**src/rtl/gate_truth_table_sequencer_pkg.sv**
```systemverilog
// rtl/gate_truth_table_sequencer_pkg.sv - shared types and constants for the gate truth-table sequencer
// Purpose: FSM state encoding, failMask bit positions and sweep length.
// Ports:   none (package).
package gate_tt_pkg;

    typedef enum logic [1:0] {
        IDLE   = 2'd0,
        SETTLE = 2'd1,
        CHECK  = 2'd2,
        DONE   = 2'd3
    } seqState_t;

    // Bit positions inside failMask and inside the golden/observed gate vectors.
    localparam int GATE_NOT = 0;
    localparam int GATE_AND = 1;
    localparam int GATE_OR  = 2;
    localparam int GATE_NOR = 3;
    localparam int GATE_XOR = 4;

    localparam int NUM_GATES   = 5;
    localparam int NUM_VECTORS = 4;

endpackage

```
**src/rtl/gate_truth_table_sequencer_if.sv**
```systemverilog
// rtl/gate_truth_table_sequencer_if.sv - stimulus/response bundle between sequencer and gate block
// Purpose: groups start, the five gate outputs, the A/B stimulus and the result signals.
// Ports:   master = sequencer (drives A, B and results); slave = gate block / host side.
interface gate_truth_table_sequencer_if #(
    parameter int ERR_W = 3
);
    import gate_tt_pkg::*;

    logic                 start;
    logic                 notIn;
    logic                 andIn;
    logic                 orIn;
    logic                 norIn;
    logic                 xorIn;
    logic                 A;
    logic                 B;
    logic                 busy;
    logic                 done;
    logic                 pass;
    logic [ERR_W-1:0]     errCount;
    logic [NUM_GATES-1:0] failMask;
    logic [1:0]           vecIdx;

    modport master (
        input  start, notIn, andIn, orIn, norIn, xorIn,
        output A, B, busy, done, pass, errCount, failMask, vecIdx
    );

    modport slave (
        output start, notIn, andIn, orIn, norIn, xorIn,
        input  A, B, busy, done, pass, errCount, failMask, vecIdx
    );

endinterface

```
**src/rtl/gate_truth_table_sequencer_golden_model.sv**
```systemverilog
// rtl/gate_truth_table_sequencer_golden_model.sv - reference NOT/AND/OR/NOR/XOR for one input vector
// Purpose: combinational golden model, output ordered like failMask.
// Ports:   a, b in; expected[4:0] out ([0]NOT [1]AND [2]OR [3]NOR [4]XOR).
module gate_golden_model
    import gate_tt_pkg::*;
(
    input  logic                 a,
    input  logic                 b,
    output logic [NUM_GATES-1:0] expected
);

    always_comb begin
        expected           = '0;
        expected[GATE_NOT] = ~a;
        expected[GATE_AND] = a & b;
        expected[GATE_OR]  = a | b;
        expected[GATE_NOR] = ~(a | b);
        expected[GATE_XOR] = a ^ b;
    end

endmodule

```
**src/rtl/gate_truth_table_sequencer.sv**
```systemverilog
// rtl/gate_truth_table_sequencer.sv - sweeps A/B over 00..11 and checks the gate block outputs
// Purpose: FSM IDLE->SETTLE->CHECK (x4)->DONE with settle counter, error counter and sticky fail mask.
// Ports:   clk, rst (async, active-high); bus (master): start and gate outputs in,
//          A, B, busy, done, pass, errCount, failMask, vecIdx out.
module gate_truth_table_sequencer
    import gate_tt_pkg::*;
#(
    parameter int SETTLE_CYCLES = 2,
    parameter int ERR_W         = 3
) (
    input  logic                          clk,
    input  logic                          rst,
    gate_truth_table_sequencer_if.master  bus
);

    localparam int               CNT_W       = (SETTLE_CYCLES > 1) ? $clog2(SETTLE_CYCLES) : 1;
    localparam logic [CNT_W-1:0] SETTLE_LOAD = CNT_W'(SETTLE_CYCLES - 1);
    localparam logic [ERR_W-1:0] ERR_MAX     = {ERR_W{1'b1}};
    localparam logic [1:0]       LAST_VEC    = 2'(NUM_VECTORS - 1);

    seqState_t            state, stateNext;
    logic [CNT_W-1:0]     settleCnt, settleCntNext;
    logic [1:0]           vecIdx, vecIdxNext;
    logic                 aReg, aNext, bReg, bNext;
    logic [ERR_W-1:0]     errCount, errCountNext;
    logic [NUM_GATES-1:0] failMask, failMaskNext;
    logic [NUM_GATES-1:0] expected, observed, mismatch;

    // Golden values come from the registered stimulus, not from vecIdx, so a
    // stuck A/B register shows up as gate failures.
    gate_golden_model golden (
        .a        (aReg),
        .b        (bReg),
        .expected (expected)
    );

    always_comb begin
        observed           = '0;
        observed[GATE_NOT] = bus.notIn;
        observed[GATE_AND] = bus.andIn;
        observed[GATE_OR]  = bus.orIn;
        observed[GATE_NOR] = bus.norIn;
        observed[GATE_XOR] = bus.xorIn;
        mismatch           = observed ^ expected;
    end

    always_ff @(posedge clk or posedge rst) begin
        if (rst) begin
            state     <= IDLE;
            settleCnt <= '0;
            vecIdx    <= '0;
            aReg      <= 1'b0;
            bReg      <= 1'b0;
            errCount  <= '0;
            failMask  <= '0;
        end else begin
            state     <= stateNext;
            settleCnt <= settleCntNext;
            vecIdx    <= vecIdxNext;
            aReg      <= aNext;
            bReg      <= bNext;
            errCount  <= errCountNext;
            failMask  <= failMaskNext;
        end
    end

    always_comb begin
        stateNext     = state;
        settleCntNext = settleCnt;
        vecIdxNext    = vecIdx;
        aNext         = aReg;
        bNext         = bReg;
        errCountNext  = errCount;
        failMaskNext  = failMask;

        case (state)
            IDLE, DONE: begin
                if (bus.start) begin
                    errCountNext  = '0;
                    failMaskNext  = '0;
                    vecIdxNext    = '0;
                    aNext         = 1'b0;
                    bNext         = 1'b0;
                    settleCntNext = SETTLE_LOAD;
                    stateNext     = SETTLE;
                end
            end
            SETTLE: begin
                if (settleCnt == '0) begin
                    stateNext = CHECK;
                end else begin
                    settleCntNext = settleCnt - 1'b1;
                end
            end
            CHECK: begin
                failMaskNext = failMask | mismatch;
                if ((|mismatch) && (errCount != ERR_MAX)) begin
                    errCountNext = errCount + 1'b1;
                end
                if (vecIdx == LAST_VEC) begin
                    stateNext = DONE;
                end else begin
                    vecIdxNext       = vecIdx + 1'b1;
                    {aNext, bNext}   = vecIdx + 1'b1;
                    settleCntNext    = SETTLE_LOAD;
                    stateNext        = SETTLE;
                end
            end
            default: stateNext = IDLE;
        endcase
    end

    assign bus.A        = aReg;
    assign bus.B        = bReg;
    assign bus.busy     = (state == SETTLE) || (state == CHECK);
    assign bus.done     = (state == DONE);
    assign bus.pass     = (state == DONE) && (errCount == '0);
    assign bus.errCount = errCount;
    assign bus.failMask = failMask;
    assign bus.vecIdx   = vecIdx;

endmodule

```
**src/flat_wrapper.sv**
```systemverilog
// flat-port wrapper written by rule: the top's interface ports become plain ports
module gate_truth_table_sequencer_flat import gate_tt_pkg::*;
#(
    parameter int SETTLE_CYCLES = 2,
    parameter int ERR_W         = 3
)
  (clk, rst, bus_start, bus_notIn, bus_andIn, bus_orIn, bus_norIn, bus_xorIn, bus_A, bus_B, bus_busy, bus_done, bus_pass, bus_errCount, bus_failMask, bus_vecIdx);
  gate_truth_table_sequencer_if #(.ERR_W(ERR_W)) bus_i ();
  input  logic clk;
  input  logic rst;
  input wire logic [$bits(bus_i.start)-1:0] bus_start;
  input wire logic [$bits(bus_i.notIn)-1:0] bus_notIn;
  input wire logic [$bits(bus_i.andIn)-1:0] bus_andIn;
  input wire logic [$bits(bus_i.orIn)-1:0] bus_orIn;
  input wire logic [$bits(bus_i.norIn)-1:0] bus_norIn;
  input wire logic [$bits(bus_i.xorIn)-1:0] bus_xorIn;
  output wire logic [$bits(bus_i.A)-1:0] bus_A;
  output wire logic [$bits(bus_i.B)-1:0] bus_B;
  output wire logic [$bits(bus_i.busy)-1:0] bus_busy;
  output wire logic [$bits(bus_i.done)-1:0] bus_done;
  output wire logic [$bits(bus_i.pass)-1:0] bus_pass;
  output wire logic [$bits(bus_i.errCount)-1:0] bus_errCount;
  output wire logic [$bits(bus_i.failMask)-1:0] bus_failMask;
  output wire logic [$bits(bus_i.vecIdx)-1:0] bus_vecIdx;
  assign bus_i.start = bus_start;
  assign bus_i.notIn = bus_notIn;
  assign bus_i.andIn = bus_andIn;
  assign bus_i.orIn = bus_orIn;
  assign bus_i.norIn = bus_norIn;
  assign bus_i.xorIn = bus_xorIn;
  assign bus_A = bus_i.A;
  assign bus_B = bus_i.B;
  assign bus_busy = bus_i.busy;
  assign bus_done = bus_i.done;
  assign bus_pass = bus_i.pass;
  assign bus_errCount = bus_i.errCount;
  assign bus_failMask = bus_i.failMask;
  assign bus_vecIdx = bus_i.vecIdx;
  gate_truth_table_sequencer #(.SETTLE_CYCLES(SETTLE_CYCLES), .ERR_W(ERR_W)) u_core (.clk(clk), .rst(rst), .bus(bus_i));
endmodule
```
**config.mk**
```make
export PLATFORM = sky130hd
export DESIGN_NAME = gate_truth_table_sequencer_flat
export DESIGN_NICKNAME = d
export VERILOG_FILES = /design/src/rtl/gate_truth_table_sequencer_pkg.sv /design/src/rtl/gate_truth_table_sequencer_if.sv /design/src/rtl/gate_truth_table_sequencer_golden_model.sv /design/src/rtl/gate_truth_table_sequencer.sv /design/src/flat_wrapper.sv
export SDC_FILE = /design/constraint.sdc
export NUM_CORES = 1
export LEC_CHECK = 0
export ABC_AREA = 1
export BUFFER_PORTS_ARGS = -buffer_cell sky130_fd_sc_hd__buf_2
export CAP_MARGIN = 25
export CELL_PAD_IN_SITES_DETAIL_PLACEMENT = 1
export CELL_PAD_IN_SITES_GLOBAL_PLACEMENT = 2
export CORE_ASPECT_RATIO = 1.4
export CORE_UTILIZATION = 30
export DETAILED_ROUTE_END_ITERATION = 6
export GPL_TIMING_DRIVEN = 0
export PLACE_DENSITY = 0.92
export SYNTH_ARGS = -nofsm -noshare
export SYNTH_HDL_FRONTEND = slang
export SYNTH_SLANG_ARGS = --single-unit
```
**constraint.sdc**
```tcl
create_clock -name clk -period 3.4 [get_ports clk]
set_clock_uncertainty 0.05 [all_clocks]
set_input_delay 0.34 -clock clk [delete_from_list [all_inputs] [get_ports clk]]
set_output_delay 0.34 -clock clk [all_outputs]
set_load 0.03 [all_outputs]
```
==> impl_metrics.json, run 1 <==
{
  "synth.most_common_cell": "nand2_1",
  "slew_headroom": 0.651,
  "powerDensity_nw_per_um2": 936,
  "finalPower_mw": 0.959,
  "synthFlopType": "dfrtp_1",
  "ys_types": 20,
  "grt_max_degree": 14,
  "fillCellCount": 358,
  "post-route-util": 0.388,
  "max_freq_mhz": 562,
  "htreeDepth": 1,
  "synth.avg_cell_area_um2": 7.74,
  "final_cells": 171,
  "synth_top_area_share": 0.386,
  "drc_errors": 0,
  "synthArstFlopShare": 1.00,
  "endpoint_kind": "output port",
  "finalHoldViolCount": 0,
  "setup_ws_ns": 1.62,
  "fp.dieH_um": 64.7,
  "grt_usage": 0.166,
  "place.gp.congestion": 0.794,
  "path_buf_inv": 3,
  "routed_wl_mm": 1.99,
  "worst_path_max_delay_cell": "dfrtp_1",
  "p_leak_nw": 0.624,
  "cpMostUsedCell": "inv_1",
  "ant_nets": 0,
  "areaGrowthSynthToFinish_pct": 21.5,
  "wl_per_cell_um": 11.7,
  "numCtsBuffers": 3,
  "clkTransAtPathRegs_ns": 0.09,
  "synth_largest_area_cell": "dfrtp_1",
  "postCtsSetupBuffers": 0,
  "setup-tns-final_ns": 0,
  "port_buffers": 22,
  "ys_warn_count": 0,
  "clkSinkCount": 13,
  "crit_type": "reg -> out",
  "post-route-min-period_ns": 1.78,
  "power.share.switching": 0.529,
  "post-route-period-util": 0.523,
  "clkLatencyLatePin_ns": 0.29,
  "io_pins": 23,
  "cp-start-kind": "register",
  "cts_tree": "yes",
  "clkPwrFrac": 0.107,
  "maxCapViolations": 0,
  "setup_viol": 0,
  "hpwl_mm": 1.66,
  "critical_path.max_fanout": 3,
  "path_cells": "inv_1, ha_1, inv_1, buf_2",
  "synthTopCellsByCount": "nand2_1, inv_1, dfrtp_1, nor2_1, ha_1",
  "slew_viol_final": 0,
  "status": "finished clean",
  "multiInputGateArea_um2": 400,
  "seqCellArea_um2": 325,
  "die-area_um2": 3030,
  "cts_resized": 0,
  "diodes": 0,
  "internal_power_mw": 0.452,
  "synth_nets": 125,
  "netlist_instances": 109,
  "ys_ff_latch": 13,
  "power_frac_seq": 0.256,
  "cts-root-buf": "clkbuf_4",
  "grt_pass1_vias": 790,
  "place_area_um2": 998,
  "nNetsFinal": 152,
  "grt_first_pass_wirelength_mm": 3.48,
  "clk_path_buf_depth": 2,
  "antenna_found_initial": 0,
  "critPathMaxStageDelay_ns": 0.39,
  "ctsHoldBuffers": 0,
  "required_ns": 3.01,
  "rsz0062_at_grt": "false",
  "whs_ns": 0.0180,
  "worst_pin_slew_ns": 0.522,
  "vias": 774,
  "synth_edf_count": 0,
  "initial_core_util": 0.319,
  "core.rowCount": 22,
  "die_w_um": 46.8,
  "dp_cells": 167,
  "synth-seq-area-share": 0.386,
  "ir_drop_mv": 0.517,
  "hold_class": "in -> async",
  "design_area_um2": 1020,
  "p_comb_frac": 0.636,
  "vias_per_cell": 4.53,
  "layout-drive-gt1-share": 0.244,
  "pre_cts_ws_ns": 1.76,
  "drt-initial-drc-count": 6,
  "core_area_um2": 2640,
  "netlist_area_um2": 843,
  "dr.pass1.iters": 4,
  "arrival_ns": 1.39,
  "synthTopCellsByArea": "dfrtp_1, ha_1, nand2_1",
  "cp_top_family": "flip-flops",
  "grt_overflow": 0,
  "switchingPower_mw": 0.507
}
registers in the layout (all words and copies together) (netlist names):
register,cells
u_core.bus.failMask,5
u_core.bus.errCount,3
u_core.state,2
u_core.bus.A,1
u_core.bus.vecIdx,1
u_core.settleCnt,1
final cells by class:
cell class                      count  share of cell area
Clock buffer                        4              0.0256
Buffer                              2              0.0147
Inverter                           26               0.100
Multi-Input combinational cell     68               0.391
Tap cell                           36              0.0440
Timing Repair Buffer               22               0.107
Sequential cell                    13               0.317
routing by layer:
| layer | vias up | wire length (um) | part of all wire | GRT usage |
|---|---|---|---|---|
| met5 | - | 0 | 0 | 0 |
| met4 | 0 | 63 | 0.032 | 0.114 |
| met3 | 5 | 67 | 0.034 | 0.0390 |
| met2 | 15 | 1080 | 0.54 | 0.278 |
| met1 | 368 | 783 | 0.39 | 0.171 |
| li1 | 386 | - | - | - |
worst reg2reg max path: cells and delay by family, from the launching register on:
kind	cells	cell delay (ns)
fa+ha+maj	1	0.32
flops	1	0.39
simple gates	4	0.35
buf+inv	4	0.40
path summary, 6_finish.rpt:
| path | startpoint | endpoint | slack (ns) | depth (start not counted) |
|---|---|---|---|---|
| max | u_core.state[0]$_DFFE_PP0P_ | bus_busy | 1.62 | 4 |
| min | rst | u_core.bus.vecIdx[0]$_DFFE_PP0P_ | 0.02 | 2 |
| max reg2reg | u_core.state[0]$_DFFE_PP0P_ | u_core.bus.failMask[1]$_DFFE_PP0P_ | 1.79 | 9 |
| min reg2reg | u_core.bus.failMask[0]$_DFFE_PP0P_ | u_core.bus.failMask[0]$_DFFE_PP0P_ | 0.45 | 2 |
| max in group asynchronous | rst | u_core.bus.failMask[1]$_DFFE_PP0P_ | 2.93 | 2 |
| min in group clk | bus_xorIn | u_core.bus.failMask[4]$_DFFE_PP0P_ | 0.38 | 4 |
kinds of logic (layout without fill, tap and decap cells):
family,count (synthesis),after routing,share of synthesized area
and+or+nand+nor,47,47,0.248
buffers and inverters,28,54,0.139
DFF,13,13,0.386
AOI/OAI and AO/OA,12,12,0.0964
adders and majority gates,8,8,0.119
muxes,1,1,0.0119
cells in the final DEF, fill, tap and decap left out, drive strengths merged:
cell    count
a21oi       3
a22oi       1
a31oi       2
buf        24
clkbuf      4
clkinv      1
dfrtp      13
ha          8
inv        25
mux2i       1
nand2      29
nand3       6
nand4       3
nor2        9
o211ai      1
o21ai       4
o21bai      1
power by group through the flow:
stage	combinational (mW)	clock [mW]	sequential (mW)
6_report	0.610	0.103	0.246
5_1_grt	0.682	0.118	0.253
4_1_cts	0.624	0.108	0.247
3_5_place_dp	0.621	0	0.250
3_3_place_gp	0.593	0	0.246
2_1_floorplan	0.398	0	0.315
(Power assumes the default switching activity.)
==> run 2, diff against run 1 <==
--- a/config.mk
+++ b/config.mk
@@ -11,10 +11,10 @@
 export CELL_PAD_IN_SITES_DETAIL_PLACEMENT = 1
 export CELL_PAD_IN_SITES_GLOBAL_PLACEMENT = 2
 export CORE_ASPECT_RATIO = 1.4
-export CORE_UTILIZATION = 30
+export CORE_UTILIZATION = 25
 export DETAILED_ROUTE_END_ITERATION = 6
 export GPL_TIMING_DRIVEN = 0
-export PLACE_DENSITY = 0.92
+export PLACE_DENSITY = 0.83
 export SYNTH_ARGS = -nofsm -noshare
 export SYNTH_HDL_FRONTEND = slang
 export SYNTH_SLANG_ARGS = --single-unit
==> constraint.sdc (replaced) <==
create_clock -name clk -period 1.5 [get_ports clk]
set_clock_uncertainty 0.05 [all_clocks]
set_input_delay 0.15 -clock clk [delete_from_list [all_inputs] [get_ports clk]]
set_output_delay 0.15 -clock clk [all_outputs]
set_load 0.03 [all_outputs]
==> run 2 against run 1 <==
Register-to-register slack got worse by 1.8 ns. Critical path depth increased by 6. Utilization increased by 0.15 points. Flip-flop and latch count unchanged. Final cell count increased by 8.8%. Die area increased by 19%. Wire length increased by 15%. Setup slack got worse by 1.6 ns. First-iteration DRC count increased by 50%. Design area increased by 20%. Combinational power increased to 3.0 times the previous value. Critical endpoint is now u_core.bus.errCount[0]$_DFFE_PP0P_.
==> impl_metrics.json, run 2 (synthesized netlist as in run 1, its figures left out) <==
{
  "grt_max_degree": 14,
  "final_common_cell": "buf_2",
  "initial_core_util": 0.267,
  "hold_path_depth": 4,
  "worst_pin_slew_ns": 0.526,
  "vias_per_cell": 4.48,
  "whs_ns": 0.257,
  "power.share.switching": 0.492,
  "rr_endpoint": "u_core.bus.errCount[0]$_DFFE_PP0P_",
  "post-route-period-util": 0.999,
  "powerDensity_nw_per_um2": 2220,
  "crit_type": "reg -> reg",
  "numCtsBuffers": 3,
  "setup-tns-final_ns": 0,
  "slew_viol_final": 0,
  "r2r_cells": 10,
  "regMostFlops": "u_core.bus.failMask",
  "whs_endpoint": "u_core.bus.failMask[3]$_DFFE_PP0P_",
  "areaGrowthSynthToFinish_pct": 45.5,
  "clkLatencyLatePin_ns": 0.24,
  "switchingPower_mw": 1.34,
  "clkPwrFrac": 0.117,
  "required_ns": 1.58,
  "setup_ws_ns": 0.00213,
  "finalHoldViolCount": 0,
  "endpoint_kind": "register",
  "fp.dieH_um": 70.7,
  "r2r_slack_ns": 0.002,
  "clk_path_buf_depth": 2,
  "post-route-min-period_ns": 1.50,
  "core_area_um2": 3150,
  "p_leak_nw": 0.681,
  "ir_drop_mv": 1.29,
  "critical_path.max_fanout": 3,
  "mostFrequentLayoutCells": "buf_2, nand2_1, inv_1",
  "die-area_um2": 3610,
  "rsz0062_at_grt": "true",
  "ant_nets": 0,
  "grt_first_pass_wirelength_mm": 3.98,
  "place.gp.congestion": 0.817,
  "pre_cts_ws_ns": -0.0803,
  "setup_viol": 0,
  "core.rowCount": 24,
  "grt_pass1_vias": 927,
  "power_frac_seq": 0.212,
  "largest_reg_flops": 5,
  "die_w_um": 51.1,
  "io_pins": 23,
  "cts_tree": "yes",
  "layout-drive-gt1-share": 0.469,
  "r2r-start": "u_core.bus.A$_DFFE_PP0P_",
  "hold_path_startpoint": "bus_norIn",
  "vias": 834,
  "cp-start-kind": "register",
  "max_freq_mhz": 668,
  "grt_overflow": 0,
  "dr.pass1.iters": 4,
  "routed_wl_mm": 2.30,
  "clkSinkCount": 13,
  "cts-root-buf": "clkbuf_8",
  "p_comb_frac": 0.671,
  "nNetsFinal": 164,
  "clkTransAtPathRegs_ns": 0.06,
  "status": "finished clean",
  "internal_power_mw": 1.38,
  "place_area_um2": 1030,
  "largest_registers": "u_core.bus.failMask: 5 flops, u_core.bus.errCount: 3 flops, u_core.state: 2 flops",
  "arrival_ns": 1.58,
  "htreeDepth": 1,
  "diodes": 0,
  "post-route-util": 0.389,
  "drc_errors": 0,
  "maxCapViolations": 0,
  "wl_per_cell_um": 12.4,
  "port_buffers": 22,
  "design_area_um2": 1230,
  "drt-initial-drc-count": 9,
  "hold_class": "in -> reg",
  "hpwl_mm": 1.70,
  "grt_usage": 0.146,
  "antenna_found_initial": 0,
  "slew_headroom": 0.649
}
==> run 2: cell types whose count changed in the layout (fill, tap and decap cells not counted), moves of 4 or more <==
| cell | change |
|---|---|
| ha_1 | -4 |
| buf_4 | +12 |
| inv_1 | -6 |
| inv_2 | +5 |
| nand2_1 | -6 |
| nand2_2 | +5 |
==> run 2: worst max-delay path: stages, from the launching register on <==
cell and delay [ns]:
dfrtp_2 0.42, inv_2 0.09, ha_4 0.21, inv_2 0.06, nand2_2 0.06, nand2_2 0.06, nand2_2 0.06, nor2_1 0.09
nand2_1 0.09, nand4_1 0.12, nand2_1 0.06
==> run 2: metrics by stage <==
stage | power [mW] | instances
after CTS | 2.59 | 182
after detailed placement | 2.07 | 170
after global routing | 2.93 | 186
final | 2.73 | 186
after global placement | 2.01 | 170
after floorplan | 1.70 | 109
==> run 2: layout make-up <==
| cell class | instances | area, um2 |
|---|---|---|
| fillers | 414 | 1930 |
| multi-input cells | 68 | 480 |
| inverters | 26 | 105 |
| repair buffers | 34 | 205 |
| flip-flops and latches | 13 | 328 |
| well taps | 39 | 48.8 |
| plain buffers | 2 | 15.0 |
| clock buffers | 4 | 45.0 |
==> run 2: worst max path at each step <==
| stage | from | end | slack [ns] |
|---|---|---|---|
| 6_report | u_core.bus.A$_DFFE_PP0P_ | u_core.bus.errCount[0]$_DFFE_PP0P_ | 0.002 |
| 5_1_grt | u_core.bus.A$_DFFE_PP0P_ | u_core.bus.errCount[0]$_DFFE_PP0P_ | -0.08 |
| 4_1_cts | u_core.bus.vecIdx[0]$_DFFE_PP0P_ | u_core.bus.errCount[0]$_DFFE_PP0P_ | -0.006 |
| 3_5_place_dp | u_core.state[0]$_DFFE_PP0P_ | u_core.bus.failMask[0]$_DFFE_PP0P_ | -0.08 |
| 3_3_place_gp | u_core.state[0]$_DFFE_PP0P_ | u_core.bus.failMask[2]$_DFFE_PP0P_ | -0.04 |
| 2_1_floorplan | u_core.bus.vecIdx[0]$_DFFE_PP0P_ | u_core.bus.errCount[2]$_DFFE_PP0P_ | 0.01 |
==> run 2: power groups by stage <==
stage	Combinational, mW	Clock, mW	Sequential (mW)
global route	1.99	0.343	0.593
global placement	1.44	0	0.568
finish	1.83	0.318	0.577
detailed placement	1.49	0	0.576
floorplan	0.978	0	0.722
CTS	1.70	0.321	0.576
==> run 2: timing repair <==
item	4_1_cts	5_1_grt
pin swaps	9	12
hold endpoints to repair	13	0
resized for setup	11	11
buffers inserted	7	4
hold buffers	1	0
setup endpoints to repair	8	11
==> run 2: layer usage <==
metal | wire (um) | vias to the layer above | GRT usage
li1 | - | 412 | -
met5 | 0 | - | 0
met4 | 72 | 0 | 0.0648
met1 | 838 | 395 | 0.142
met3 | 65 | 8 | 0.0237
met2 | 1320 | 19 | 0.287
==> run 3, diff against run 2 <==
--- a/config.mk
+++ b/config.mk
@@ -7,8 +7,7 @@
 export LEC_CHECK = 0
 export ABC_AREA = 1
 export BUFFER_PORTS_ARGS = -buffer_cell sky130_fd_sc_hd__buf_2
-export CAP_MARGIN = 25
-export CELL_PAD_IN_SITES_DETAIL_PLACEMENT = 1
+export CELL_PAD_IN_SITES_DETAIL_PLACEMENT = 0
 export CELL_PAD_IN_SITES_GLOBAL_PLACEMENT = 2
 export CORE_ASPECT_RATIO = 1.4
 export CORE_UTILIZATION = 25
==> run 3 against run 2 <==
Die area is the same. Sequential power grew 0.7%. Design area shrank 3.3%. Register-to-register slack is essentially flat.
==> impl_metrics.json, run 3 (synthesized netlist as in run 1, its figures left out) <==
{
  "finalHoldViolCount": 0,
  "post-route-min-period_ns": 1.48,
  "diodes": 0,
  "largest_registers": "u_core.bus.failMask: 5 flops, u_core.bus.errCount: 3 flops, u_core.state: 2 flops",
  "rr_endpoint": "u_core.bus.errCount[0]$_DFFE_PP0P_",
  "grt_first_pass_wirelength_mm": 3.15,
  "crit_type": "reg -> reg",
  "antenna_found_initial": 0,
  "layout-drive-gt1-share": 0.429,
  "grt_overflow": 0,
  "whs_ns": 0.272,
  "p_leak_nw": 0.658,
  "drc_errors": 0,
  "dp_cells": 170,
  "slew_headroom": 0.652,
  "maxCapViolations": 0,
  "ant_nets": 0,
  "fillCellCount": 348,
  "dr.pass1.iters": 4,
  "setup_viol": 0,
  "die-area_um2": 3610,
  "routed_wl_mm": 1.87,
  "path_cells": "inv_2, ha_4, inv_4, nand2_4, nand2_4, clkinv_4, nand2_4, o21bai_4, nand3_1, nand2_1",
  "place_area_um2": 1030,
  "core.rowCount": 24,
  "hold_class": "in -> reg",
  "status": "finished clean",
  "wl_per_cell_um": 10.4,
  "post-route-period-util": 0.990,
  "r2r-start": "u_core.state[0]$_DFFE_PP0P_",
  "arrival_ns": 1.56,
  "grt_usage": 0.117,
  "clkLatencyLatePin_ns": 0.24,
  "vias": 767,
  "nNetsFinal": 157,
  "post-route-util": 0.377,
  "max_freq_mhz": 674,
  "clkTransAtPathRegs_ns": 0.06,
  "htreeDepth": 1,
  "setup-tns-final_ns": 0,
  "areaGrowthSynthToFinish_pct": 40.8,
  "cpMostUsedCell": "nand2_4",
  "rsz0062_at_grt": "true",
  "finalPower_mw": 2.64,
  "fp.dieH_um": 70.7,
  "r2r_slack_ns": 0.02,
  "critPathMaxStageDelay_ns": 0.39,
  "initial_core_util": 0.267,
  "hpwl_mm": 1.50,
  "clkSinkCount": 13,
  "place.gp.congestion": 0.817,
  "slew_viol_final": 0,
  "seqCellArea_um2": 328,
  "die_w_um": 51.1,
  "vias_per_cell": 4.28,
  "hold_path_depth": 5,
  "whs_endpoint": "u_core.bus.failMask[4]$_DFFE_PP0P_",
  "port_buffers": 22,
  "hold_path_startpoint": "bus_xorIn",
  "numCtsBuffers": 3,
  "drt-initial-drc-count": 24,
  "ir_drop_mv": 1.46,
  "critical_path.max_fanout": 4,
  "setup_ws_ns": 0.0157,
  "grt_max_degree": 14,
  "final_cells": 179,
  "pre_cts_ws_ns": -0.0556,
  "mostFrequentLayoutCells": "nand2_1, buf_2, inv_1",
  "required_ns": 1.58,
  "endpoint_kind": "register",
  "r2r_cells": 10,
  "worst_pin_slew_ns": 0.522,
  "regMostFlops": "u_core.bus.failMask",
  "clk_path_buf_depth": 2,
  "core_area_um2": 3150,
  "cts_tree": "yes",
  "powerDensity_nw_per_um2": 2230,
  "cts-root-buf": "clkbuf_8",
  "grt_pass1_vias": 730,
  "io_pins": 23,
  "design_area_um2": 1190,
  "largest_reg_flops": 5,
  "cp-start-kind": "register",
  "multiInputGateArea_um2": 489,
  "worst_path_max_delay_cell": "dfrtp_1"
}
run 3: final cells by class:
cell class	instances	share of cell area
tap	39	0.0411
timing repair buffer	27	0.132
clock buffer	4	0.0379
sequential	13	0.276
multi-input combinational	68	0.412
inverter	26	0.0885
buffer	2	0.0126
run 3: repair_timing:
action / 4_1_cts / 5_1_grt
setup buffers: 2 / 2
setup endpoints to repair: 8 / 12
hold buffers: 1 / 0
hold endpoints to repair: 13 / 0
pin swaps: 0 / 11
cloned: 0 / 0
gates resized for setup: 5 / 18
run 3: per-layer routing:
metal,track usage,vias up,wire (um)
met3,0.0215,2,62
met1,0.131,356,779
li1,-,398,-
met2,0.206,11,1000
met4,0.0556,0,22
met5,0,-,0
run 3: power breakdown:
group	switching [mW]	internal (mW)
sequential	0.0992	0.481
combinational	1.07	0.679
clock	0.127	0.187
run 3: worst max-delay path by stage:
stage / startpoint / end / slack [ns] / cells after the start
2_1_floorplan: u_core.bus.vecIdx[0]$_DFFE_PP0P_ / u_core.bus.errCount[2]$_DFFE_PP0P_ / 0.01 / 10
3_3_place_gp: u_core.state[0]$_DFFE_PP0P_ / u_core.bus.failMask[2]$_DFFE_PP0P_ / -0.04 / 8
3_5_place_dp: u_core.state[0]$_DFFE_PP0P_ / u_core.bus.failMask[4]$_DFFE_PP0P_ / -0.06 / 8
4_1_cts: u_core.state[0]$_DFFE_PP0P_ / u_core.bus.errCount[1]$_DFFE_PP0P_ / 0.001 / 10
5_1_grt: u_core.bus.A$_DFFE_PP0P_ / u_core.bus.errCount[1]$_DFFE_PP0P_ / -0.08 / 10
6_report: u_core.state[0]$_DFFE_PP0P_ / u_core.bus.errCount[0]$_DFFE_PP0P_ / 0.02 / 10
run 3: worst max-delay path, delay by kind of cell, from the launching register on:
family	cells	cell delay (ns)
buffers and inverters	3	0.19
adders and majority gates	1	0.30
DFF	1	0.39
AOI/OAI and AO/OA	1	0.18
and+or+nand+nor	5	0.27
